[config.mk]
export PLATFORM = sky130hd
export DESIGN_NAME = id_issue_ctrl
export DESIGN_NICKNAME = d
export VERILOG_FILES = /design/src/rtl/id_issue_ctrl.sv
export SDC_FILE = /design/constraint.sdc
export NUM_CORES = 1
export LEC_CHECK = 0
export BUFFER_PORTS_ARGS = -buffer_cell sky130_fd_sc_hd__clkbuf_2
export CORE_AREA = 10 10 77 63
export CTS_CLUSTER_SIZE = 20
export DETAILED_ROUTE_END_ITERATION = 8
export DIE_AREA = 0 0 87 73
export PLACE_DENSITY = 0.67
export SETUP_SLACK_MARGIN = 0.05
export SYNTH_ARGS = -nofsm -noshare
export SYNTH_HDL_FRONTEND = slang
export SYNTH_SLANG_ARGS = --single-unit
[constraint.sdc]
create_clock -name clk -period 1.91 [get_ports clk]
set_input_delay 0.2865 -clock clk [delete_from_list [all_inputs] [get_ports clk]]
set_output_delay 0.2865 -clock clk [all_outputs]
set_load 0.01 [all_outputs]
[src/rtl/id_issue_ctrl.sv]
// id_issue_ctrl: decode/issue control for the ID/EX pipeline register.
// Decodes the IF/ID opcode with zero latency, stalls on load-use hazards
// using a shift-register scoreboard of in-flight loads, and squashes
// wrong-path instructions for FLUSH_CYCLES cycles after a redirect.
// Optional feature macro: ISSUE_STATS_EN (adds saturating stall/flush counters).
module id_issue_ctrl #(
    parameter int LOAD_HAZ_DEPTH = 2,
    parameter int FLUSH_CYCLES   = 2
) (
    input  logic        clk,
    input  logic        rst_n,
    input  logic        in_valid,
    input  logic [3:0]  in_opcode,
    input  logic [5:0]  in_rs,
    input  logic [5:0]  in_rt,
    input  logic [5:0]  in_rd,
    input  logic        redirect,
    output logic        out_ctrl_regwrt,
    output logic        out_ctrl_memtoreg,
    output logic        out_ctrl_branch,
    output logic        out_ctrl_btype,
    output logic        out_ctrl_jump,
    output logic        out_ctrl_memrd,
    output logic        out_ctrl_memwrt,
    output logic [2:0]  out_ctrl_aluop,
    output logic        out_ctrl_alusrc1,
    output logic        out_ctrl_alusrc0,
    output logic [5:0]  out_rd,
    output logic        stall_if,
`ifdef ISSUE_STATS_EN
    output logic [15:0] stall_cnt,
    output logic [15:0] flush_cnt,
`endif
    output logic        bubble
);

    localparam logic [3:0] OP_ADD  = 4'b0001;
    localparam logic [3:0] OP_SUB  = 4'b0010;
    localparam logic [3:0] OP_NEG  = 4'b0011;
    localparam logic [3:0] OP_INC  = 4'b0100;
    localparam logic [3:0] OP_LD   = 4'b0101;
    localparam logic [3:0] OP_ST   = 4'b0110;
    localparam logic [3:0] OP_BRZ  = 4'b0111;
    localparam logic [3:0] OP_BRN  = 4'b1000;
    localparam logic [3:0] OP_J    = 4'b1001;
    localparam logic [3:0] OP_SVPC = 4'b1010;

    localparam logic [2:0] FLUSH_LOAD = 3'(FLUSH_CYCLES);

    typedef enum logic [1:0] {
        ST_ISSUE = 2'd0,
        ST_FLUSH = 2'd1
    } state_e;

    state_e     state_q, state_d;
    logic [2:0] cnt_q, cnt_d;

    logic [LOAD_HAZ_DEPTH-1:0] sb_valid_q, sb_valid_d;
    logic [5:0]                sb_rd_q [LOAD_HAZ_DEPTH];
    logic [5:0]                sb_rd_d [LOAD_HAZ_DEPTH];

    // decoded fields for the instruction currently in IF/ID
    logic       dec_known_s;
    logic       dec_reads_rs_s;
    logic       dec_reads_rt_s;
    logic       dec_regwrt_s;
    logic       dec_memtoreg_s;
    logic       dec_branch_s;
    logic       dec_btype_s;
    logic       dec_jump_s;
    logic       dec_memrd_s;
    logic       dec_memwrt_s;
    logic [2:0] dec_aluop_s;
    logic       dec_alusrc1_s;
    logic       dec_alusrc0_s;

    logic       hazard_s;
    logic       issue_s;
    logic       ld_issue_s;
    logic       stall_s;
    logic       bubble_s;
    logic       stall_evt_s;
    logic       flush_evt_s;

    // opcode decode table; unknown opcodes decode to an all-zero NOP
    always_comb begin
        dec_known_s    = 1'b1;
        dec_reads_rs_s = 1'b0;
        dec_reads_rt_s = 1'b0;
        dec_regwrt_s   = 1'b0;
        dec_memtoreg_s = 1'b0;
        dec_branch_s   = 1'b0;
        dec_btype_s    = 1'b0;
        dec_jump_s     = 1'b0;
        dec_memrd_s    = 1'b0;
        dec_memwrt_s   = 1'b0;
        dec_aluop_s    = 3'b000;
        dec_alusrc1_s  = 1'b0;
        dec_alusrc0_s  = 1'b0;
        case (in_opcode)
            OP_ADD: begin
                dec_regwrt_s = 1'b1; dec_aluop_s = 3'b010;
                dec_reads_rs_s = 1'b1; dec_reads_rt_s = 1'b1;
            end
            OP_SUB: begin
                dec_regwrt_s = 1'b1; dec_aluop_s = 3'b011;
                dec_reads_rs_s = 1'b1; dec_reads_rt_s = 1'b1;
            end
            OP_NEG: begin
                dec_regwrt_s = 1'b1; dec_aluop_s = 3'b001;
                dec_reads_rs_s = 1'b1;
            end
            OP_INC: begin
                dec_regwrt_s = 1'b1; dec_aluop_s = 3'b010; dec_alusrc0_s = 1'b1;
                dec_reads_rs_s = 1'b1;
            end
            OP_LD: begin
                dec_regwrt_s = 1'b1; dec_memrd_s = 1'b1; dec_memtoreg_s = 1'b1;
                dec_reads_rs_s = 1'b1;
            end
            OP_ST: begin
                dec_memwrt_s = 1'b1;
                dec_reads_rs_s = 1'b1; dec_reads_rt_s = 1'b1;
            end
            OP_BRZ: begin
                dec_branch_s = 1'b1; dec_btype_s = 1'b0;
                dec_reads_rs_s = 1'b1;
            end
            OP_BRN: begin
                dec_branch_s = 1'b1; dec_btype_s = 1'b1;
                dec_reads_rs_s = 1'b1;
            end
            OP_J: begin
                dec_jump_s = 1'b1;
                dec_reads_rs_s = 1'b1;
            end
            OP_SVPC: begin
                dec_regwrt_s = 1'b1; dec_alusrc1_s = 1'b1; dec_alusrc0_s = 1'b1;
                dec_aluop_s = 3'b010;
            end
            default: begin
                dec_known_s = 1'b0;
            end
        endcase
    end

    // load-use hazard: any in-flight load whose rd is a source actually read
    always_comb begin
        hazard_s = 1'b0;
        for (int i = 0; i < LOAD_HAZ_DEPTH; i++) begin
            if (sb_valid_q[i] &&
                ((dec_reads_rs_s && (sb_rd_q[i] == in_rs)) ||
                 (dec_reads_rt_s && (sb_rd_q[i] == in_rt)))) begin
                hazard_s = 1'b1;
            end else begin
                hazard_s = hazard_s;
            end
        end
        hazard_s = hazard_s & in_valid;
    end

    // ISSUE/FLUSH next-state and issue/stall/bubble decisions; redirect beats hazard
    always_comb begin
        state_d     = state_q;
        cnt_d       = cnt_q;
        issue_s     = 1'b0;
        stall_s     = 1'b0;
        bubble_s    = 1'b0;
        stall_evt_s = 1'b0;
        flush_evt_s = 1'b0;
        case (state_q)
            ST_ISSUE: begin
                if (redirect) begin
                    bubble_s    = 1'b1;
                    flush_evt_s = 1'b1;
                    if (FLUSH_CYCLES != 0) begin
                        state_d = ST_FLUSH;
                        cnt_d   = FLUSH_LOAD;
                    end else begin
                        state_d = ST_ISSUE;
                        cnt_d   = 3'd0;
                    end
                end else if (hazard_s) begin
                    bubble_s    = 1'b1;
                    stall_s     = 1'b1;
                    stall_evt_s = 1'b1;
                end else begin
                    issue_s  = in_valid;
                    bubble_s = ~in_valid;
                end
            end
            ST_FLUSH: begin
                bubble_s    = 1'b1;
                flush_evt_s = 1'b1;
                if (redirect) begin
                    cnt_d = FLUSH_LOAD;
                end else if (cnt_q <= 3'd1) begin
                    state_d = ST_ISSUE;
                    cnt_d   = 3'd0;
                end else begin
                    cnt_d = cnt_q - 3'd1;
                end
            end
            default: begin
                state_d  = ST_ISSUE;
                cnt_d    = 3'd0;
                bubble_s = 1'b1;
            end
        endcase
    end

    assign ld_issue_s = issue_s && (in_opcode == OP_LD);

    // scoreboard shift: slot 0 captures a newly issued load, older slots age out
    always_comb begin
        sb_valid_d[0] = ld_issue_s;
        sb_rd_d[0]    = ld_issue_s ? in_rd : 6'd0;
        for (int i = 1; i < LOAD_HAZ_DEPTH; i++) begin
            sb_valid_d[i] = sb_valid_q[i-1];
            sb_rd_d[i]    = sb_rd_q[i-1];
        end
    end

    // state, flush counter and scoreboard registers
    always_ff @(posedge clk or negedge rst_n) begin
        if (!rst_n) begin
            state_q    <= ST_ISSUE;
            cnt_q      <= 3'd0;
            sb_valid_q <= '0;
            for (int i = 0; i < LOAD_HAZ_DEPTH; i++) begin
                sb_rd_q[i] <= 6'd0;
            end
        end else begin
            state_q    <= state_d;
            cnt_q      <= cnt_d;
            sb_valid_q <= sb_valid_d;
            for (int i = 0; i < LOAD_HAZ_DEPTH; i++) begin
                sb_rd_q[i] <= sb_rd_d[i];
            end
        end
    end

    // output drive: decoded control only on a real issue, everything 0 in reset
    always_comb begin
        out_ctrl_regwrt   = 1'b0;
        out_ctrl_memtoreg = 1'b0;
        out_ctrl_branch   = 1'b0;
        out_ctrl_btype    = 1'b0;
        out_ctrl_jump     = 1'b0;
        out_ctrl_memrd    = 1'b0;
        out_ctrl_memwrt   = 1'b0;
        out_ctrl_aluop    = 3'b000;
        out_ctrl_alusrc1  = 1'b0;
        out_ctrl_alusrc0  = 1'b0;
        out_rd            = 6'd0;
        stall_if          = rst_n & stall_s;
        bubble            = rst_n & bubble_s;
        if (rst_n && issue_s) begin
            out_ctrl_regwrt   = dec_regwrt_s;
            out_ctrl_memtoreg = dec_memtoreg_s;
            out_ctrl_branch   = dec_branch_s;
            out_ctrl_btype    = dec_btype_s;
            out_ctrl_jump     = dec_jump_s;
            out_ctrl_memrd    = dec_memrd_s;
            out_ctrl_memwrt   = dec_memwrt_s;
            out_ctrl_aluop    = dec_aluop_s;
            out_ctrl_alusrc1  = dec_alusrc1_s;
            out_ctrl_alusrc0  = dec_alusrc0_s;
            out_rd            = dec_known_s ? in_rd : 6'd0;
        end else begin
            out_rd = 6'd0;
        end
    end

`ifdef ISSUE_STATS_EN
    logic [15:0] stall_cnt_q, stall_cnt_d;
    logic [15:0] flush_cnt_q, flush_cnt_d;

    // saturating event counters
    always_comb begin
        stall_cnt_d = stall_cnt_q;
        flush_cnt_d = flush_cnt_q;
        if (stall_evt_s && (stall_cnt_q != 16'hFFFF)) begin
            stall_cnt_d = stall_cnt_q + 16'd1;
        end else begin
            stall_cnt_d = stall_cnt_q;
        end
        if (flush_evt_s && (flush_cnt_q != 16'hFFFF)) begin
            flush_cnt_d = flush_cnt_q + 16'd1;
        end else begin
            flush_cnt_d = flush_cnt_q;
        end
    end

    // counter registers
    always_ff @(posedge clk or negedge rst_n) begin
        if (!rst_n) begin
            stall_cnt_q <= 16'd0;
            flush_cnt_q <= 16'd0;
        end else begin
            stall_cnt_q <= stall_cnt_d;
            flush_cnt_q <= flush_cnt_d;
        end
    end

    assign stall_cnt = stall_cnt_q;
    assign flush_cnt = flush_cnt_q;
`else
    logic unused_evt_s;
    assign unused_evt_s = stall_evt_s ^ flush_evt_s;
`endif

endmodule

# Word level (Yosys, flattened, before mapping)
# Index checks and enable logic that the tools add are counted.
[classes] addsub=1 magnitude_cmp=1 eq_ne=18 muxes=43 bitwise_logic=4 n_reduce_logical=19
[op_table] operator="2-to-1 mux 1 bit" n=30
[op_table] operator="equality test 6 bit" n=4
[op_table] operator="2-to-1 mux 6 bit" n=3
[op_table] operator="equality test 4 x 3 -> 1 bit, second input constant" n=4
[op_table] operator="equality test 4 bit, second input constant" n=3
[op_table] operator="2-to-1 mux 3 bit" n=4
[op_table] operator="OR reduction 10 bit" n=1
[op_table] operator="OR reduction 9 bit" n=1
[op_table] operator="equality test 4 x 2 -> 1 bit, second input constant" n=2
[op_table] operator="logical AND 1 bit" n=8
[op_table] operator="2-to-1 mux 2 bit" n=3
[op_table] operator="inequality test 2 bit, second input constant" n=3
[op_table] operator="one-hot mux 2 bit (3 select lines)" n=1
[op_table] operator="one-hot mux 3 bit (2 select lines)" n=1
[op_table] operator="OR reduction 3 bit" n=2
[op_table] operator="OR reduction 6 bit" n=1
[op_table] operator="equality test 4 x 1 -> 1 bit, second input constant" n=1
[op_table] operator="one-hot mux 2 bit (2 select lines)" n=1
[op_table] operator="OR reduction 2 bit" n=2
[op_table] operator="AND 1 bit" n=3
[op_table] operator="<= comparator 3 x 1 -> 1 bit, second input constant" n=1
[op_table] operator="AND reduction 3 bit" n=1
[op_table] operator="subtractor 3 x 1 -> 3 bit, second input constant" n=1
[op_table] operator="equality test 2 x 1 -> 1 bit, second input constant" n=1
[op_table] operator="other kinds (3)" n=4
[totals] ff_bits=19 input_bits=26 out_inout_bits=20 word_cells=91

# Depth between registers and ports, before layout
[depth] word_depth=14 ltp_mapped=8 mapped_depth_nobuf=6

# Worst setup path after synthesis
# Ideal clock, no wire load.
[synth_timing] path_kind="input to output" from="in in_opcode[0]" to="out out_ctrl_memtoreg" t_arrival_ps=1842 required_time_ps=1623 setup_slack_ps=-219 path_stages=8 path_buffers=2 path_cell_list="buf_6 > or4_4 > nand2_1 > or4_1 > o41ai_2 > a22oi_4 > and4_1 > buf_4"
[synth_between] elab_chain_len=14 word_cells_on_any_way=30 classes_between="9 x eq/ne; 9 x mux; 1 x bitwise; 11 x reduce/logical"
[synth_lines] element="start: declaration" line="13" source="input logic [3:0] in_opcode,"
[synth_lines] element="equality test 4 x 3 -> 1 bit, or another cell as far along"
[synth_lines] element="OR reduction 9 bit (no line) / OR reduction 3 bit (equally long branches)"
[synth_lines] element="2-to-1 mux 1 bit" line="100" source="case (in_opcode)"
[synth_lines] element="logical AND 1 bit, on equally long branches" line="152, 153"
[synth_lines] element="logical OR 1 bit" line="152" source="((dec_reads_rs_s && (sb_rd_q[i] == in_rs)) ||"
[synth_lines] element="logical AND 1 bit" line="151" source="if (sb_valid_q[i] &&"
[synth_lines] element="2-to-1 mux 1 bit (2 in series)" line="151"
[synth_lines] element="AND 1 bit" line="159" source="hazard_s = hazard_s & in_valid;"
[synth_lines] element="2-to-1 mux 1 bit" line="183" source="end else if (hazard_s) begin"
[synth_lines] element="2-to-1 mux 1 bit" line="173" source="if (redirect) begin"
[synth_lines] element="2-to-1 mux 1 bit" line="171" source="case (state_q)"
[synth_lines] element="logical AND 1 bit" line="258" source="if (rst_n && issue_s) begin"
[synth_lines] element="2-to-1 mux 1 bit (*)"
[synth_lines] element="end: declaration" line="19" source="output logic out_ctrl_memtoreg,"
# Mark *: on every way between the ends. The rest lies on a longest branch, timed or not.

# Worst setup path in the final report
[layout_timing] from="reg sb_rd_q[2] (netlist bit)" to="out out_ctrl_aluop[0]"
[layout_between] elab_chain_len=11 word_cells_on_any_way=13 classes_between="2 x eq/ne; 5 x mux; 1 x bitwise; 5 x reduce/logical"
[layout_lines] element="start: declaration" line="59" source="logic [5:0] sb_rd_q [LOAD_HAZ_DEPTH];"
[layout_lines] element="start signal: indexed assignment" line="238" source="sb_rd_q[i] <= sb_rd_d[i];"
[layout_lines] element="equality test 6 bit, on equally long branches" line="152, 153"
[layout_lines] element="logical AND 1 bit, on equally long branches" line="152, 153"
[layout_lines] element="logical OR 1 bit (*)" line="152"
[layout_lines] element="logical AND 1 bit (*)" line="151"
[layout_lines] element="2-to-1 mux 1 bit (*)" line="151"
[layout_lines] element="AND 1 bit (*)" line="159"
[layout_lines] element="2-to-1 mux 1 bit (*)" line="183"
[layout_lines] element="2-to-1 mux 1 bit (*)" line="173"
[layout_lines] element="2-to-1 mux 1 bit (*)" line="171"
[layout_lines] element="logical AND 1 bit (*)" line="258"
[layout_lines] element="2-to-1 mux 3 bit (*)" line="258"
[layout_lines] element="end: declaration" line="25" source="output logic [2:0] out_ctrl_aluop,"
# Marked as above.

==> results.txt <==
The flow ran to the end, but the final reports show violations. The final reports fail on setup timing. The largest clock skew in the final design came out at 0.00251 ns. The critical path startpoint category is a register. The post-layout instance area is 2020 µm². Summed over all instances, the cell type with the most area after synthesis is sky130_fd_sc_hd__dfrtp_1. The tightest min-delay check is of the input pin to asynchronous set/reset pin type. Summing every instance area after synthesis gives 1300 µm². The via count of the first global-routing pass is 1273. The number of iterations in the first detailed-routing pass is 4. The via total after detailed routing is roughly 1200. The die width came out at 87 µm. Of the cells placed in the final design, the portion with a size suffix greater than 1 is between 50 and 60%.

The signal on the critical path passes through xnor2_2 > nand4_1 > or4_4 > o41ai_4 > a22oi_4 > buf_12 > and4_1 > clkbuf_2. The clock sink total is 18. Along the worst path, the maximum fanout reaches 5. The most critical setup path has its startpoint at sb_rd_q[2]$_DFF_PN0_. The signed area change from the synthesized netlist to the final layout is 55.3%. The post-synthesis net count came out at 170. The synthesized instance count is 143.

The aggregate global-route resource usage is a little under an eighth. The count of nets left with antenna violations once routing finished came out at 0. In the synthesized netlist the dominant register cell turns out to be sky130_fd_sc_hd__dfrtp_1. The count of flip-flops with a built-in enable after synthesis is 0. The count of unresolved DRC violations after routing came out at 0. The floorplan die area came out at 6350 µm². In this run the critical register-to-register path is launched from sb_rd_q[2]$_DFF_PN0_. The register bit count reported by yosys came out at 18. The worst setup path is captured at an output pin. The share of the cycle needed by the critical path after routing is 125%.

The kind of cell with the highest combined delay along the critical path is simple AND/OR/NAND/NOR gates. The max-capacitance violation count came out at 0. The global placer's final weighted congestion is 0.821. After detailed routing, the average wire length per cell comes to approximately 15 µm. The routed wire length came out at 3.72 mm. The upper clock frequency limit is 420 MHz.

The number of buffers created by CTS came out at 3. The first routing iteration left 51 violations. The insertion delay of the later-clocked pin in the worst-skew pair is 0.25 ns. The count of input and output buffers is 44.

The mean instance size in the synthesized netlist is ~9.1 µm². The floorplan has 19 rows. Pin placement for this block handled 46 I/O pins. The initial antenna violation count is 0. The worst setup path is of the register to output pin kind. The vias per cell came out at 4.86. The H-tree depth reported by CTS came out at 1.

TritonCTS built the clock tree. The repair_antennas step left the layout with diodes totalling 0. The distinct cell type count after synthesis is 38. The count of synthesis-stage warnings from yosys is 0. The total grt overflow is 0. The arrival time at the worst endpoint is around 2.1 ns. Entering global routing, the biggest net connects 11 pins. The clock passes through at most 2 buffers. The final count of pins violating max slew came out at 0. The count of final hold-check violations is 0. The number of buffers and inverters on the critical path came out at 2. The worst-case register-to-register setup slack is -0.07 ns. The sequential element share of the synthesized area is around a third.

The slowest stage of the critical path is the sky130_fd_sc_hd__or4_4 cell. The analysis attributes to cell leakage a power of 1.04 nW. The starting density of the core is 37.7%. The first-pass GRT wire length is 6.05 mm. In this run the cell area measured after placement is roughly 1800 µm². The async set-reset flop share out of synthesis came out at 100%. VDD sags by at most 0.000289 V.

For the worst setup path, the data required time is 1.62 ns. In this run the vertical extent of the chip is between 70 and 80 µm. Ranked by total cell area, the synthesized netlist is headed by sky130_fd_sc_hd__dfrtp_1 35%, sky130_fd_sc_hd__xnor2_1 11%, sky130_fd_sc_hd__and3_1 6.3%.

The cell sitting at the root of the clock tree is a sky130_fd_sc_hd__clkbuf_8. The final total negative setup slack is -8.93 ns. The smallest setup slack after layout is -0.471 ns. The net count of the finished layout is 238. The power density relative to cell area is about 520 nW/µm². The total of endpoints with negative setup slack in the final report is 26. The post-CTS repair timing setup buffer count came out at 0. At the end of the flow the core is filled with cells to 58.5%.

Setup repair after global routing could not meet its margin everywhere. The clock transition at the registers of the reported paths is 0.07 ns. In this design, the stage delay of the slowest critical-path cell is 0.45 ns. The region available for standard cell placement spans 3450 µm².

The proportion of netlist area held by the largest area contributor came out at between 30% and 40%. The final critical delay including setup and external delays came out at 2.38 ns. The post-DP HPWL came out at 2.90 mm.
[cell families after synthesis]
kind of cell / synth area share (%)
and+or+nand+nor: 30.9
xor gates and xnor gates: 16.2
DFF: 34.7
AOI/OAI and AO/OA: 10.1
buffers and inverters: 5.97
adders and majority gates: 0.963
other: 0.289
muxes: 0.867
[Yosys cell counts (3+ instances only)]
cell,number
sky130_fd_sc_hd__dfrtp_1,18
sky130_fd_sc_hd__xnor2_1,16
sky130_fd_sc_hd__nor2_1,14
sky130_fd_sc_hd__and3_1,13
sky130_fd_sc_hd__and2_1,8
sky130_fd_sc_hd__xor2_1,8
sky130_fd_sc_hd__nand2_1,6
sky130_fd_sc_hd__nand3_1,6
sky130_fd_sc_hd__a21oi_1,5
sky130_fd_sc_hd__nand4_1,4
sky130_fd_sc_hd__o21ai_0,4
sky130_fd_sc_hd__buf_6,3
sky130_fd_sc_hd__inv_1,3
sky130_fd_sc_hd__nand2b_1,3
sky130_fd_sc_hd__nor2b_1,3
[metrics by stage]
| stage | power (mW) | std cells | hold slack [ns] | worst slack [ns] |
|---|---|---|---|---|
| floorplan | 0.640 | 143 | -0.00909 | -0.125 |
| global placement | 0.737 | 245 | 0.136 | -0.330 |
| detailed placement | 0.740 | 245 | 0.141 | -0.388 |
| CTS | 1.06 | 252 | 0.104 | -0.527 |
| global route | 1.13 | 252 | 0.126 | -0.584 |
| finish | 1.06 | 252 | 0.0969 | -0.471 |
[final timing paths]
| path | to | depth (start not counted) |
|---|---|---|
| min reg2reg | sb_valid_q[1]$_DFF_PN0_ | 0 |
| max reg2reg | sb_rd_d[5]$_DFF_PN0_ | 8 |
| min | state_q[0]$_DFFE_PN0P_ | 2 |
| min in group clk | cnt_q[0]$_DFFE_PN0P_ | 2 |
| max | out_ctrl_aluop[0] | 8 |
| max in group asynchronous | sb_rd_d[2]$_DFF_PN0_ | 2 |
[where the power goes]
group	switching, mW	total [mW]	internal, mW
clock network	0.124	0.307	0.183
logic	0.152	0.301	0.149
registers	0.0301	0.448	0.418
[registers in the layout, indices dropped and copies added, names as in the netlist]
register,flops
sb_rd_d,6
sb_rd_q,6
cnt_q,3
sb_valid_q,2
state_q,1
[worst register-to-register path, stage by stage (launching register included)]
cell and delay [ns]:
sky130_fd_sc_hd__dfrtp_1 0.42, sky130_fd_sc_hd__xnor2_2 0.17, sky130_fd_sc_hd__nand4_1 0.11, sky130_fd_sc_hd__or4_4 0.45, sky130_fd_sc_hd__o41ai_4 0.08, sky130_fd_sc_hd__a22oi_4 0.15
sky130_fd_sc_hd__clkbuf_16 0.20, sky130_fd_sc_hd__buf_6 0.13, sky130_fd_sc_hd__and3_4 0.16
[layout make-up]
cell class	count	area (µm²)
repair buffers	72	549
well taps	42	52.6
flip-flops and latches	18	450
multi-input cells	113	898
fillers	290	1430
inverters	3	11.3
clock buffers	4	55.1
[routing by layer]
layer,vias up,global-route usage (%),part of all wire [%]
met5,-,0,0
met4,0,3.77,0.91
li1,624,-,-
met1,556,15.3,45
met2,43,17.1,45
met3,2,4.35,9.1
[cell usage in the layout (no fill, tap or decap), drive strengths merged]
cell,Yosys,routed
o22ai,1,1
nand2b,3,3
nand3,6,6
conb,1,1
clkbuf,2,40
a21boi,1,1
a22oi,1,1
ha,1,1
and3,13,13
nor2,14,14
nor2b,3,3
o21ai,5,5
buf,7,35
and2,8,8
a31oi,1,1
a21oi,5,5
xnor2,16,16
nor3b,3,3
or2,1,1
dlygate4sd3,0,1
nor3,2,2
dfrtp,18,18
o21a,1,1
nor4b,1,1
o41ai,2,2
or4,3,3
inv,3,3
nand4,4,4
mux2,1,1
xor2,8,8
nand2,6,6
and4,2,2
[timing repair]
action | CTS | global route
resized for setup | 13 | 26
setup endpoints to repair | 26 | 26
hold buffers | 1 | 0
hold endpoints to repair | 1 | 0
gates cloned | 2 | 0
pin swaps | 7 | 2
Note: power is estimated with default switching activity, not from simulation.
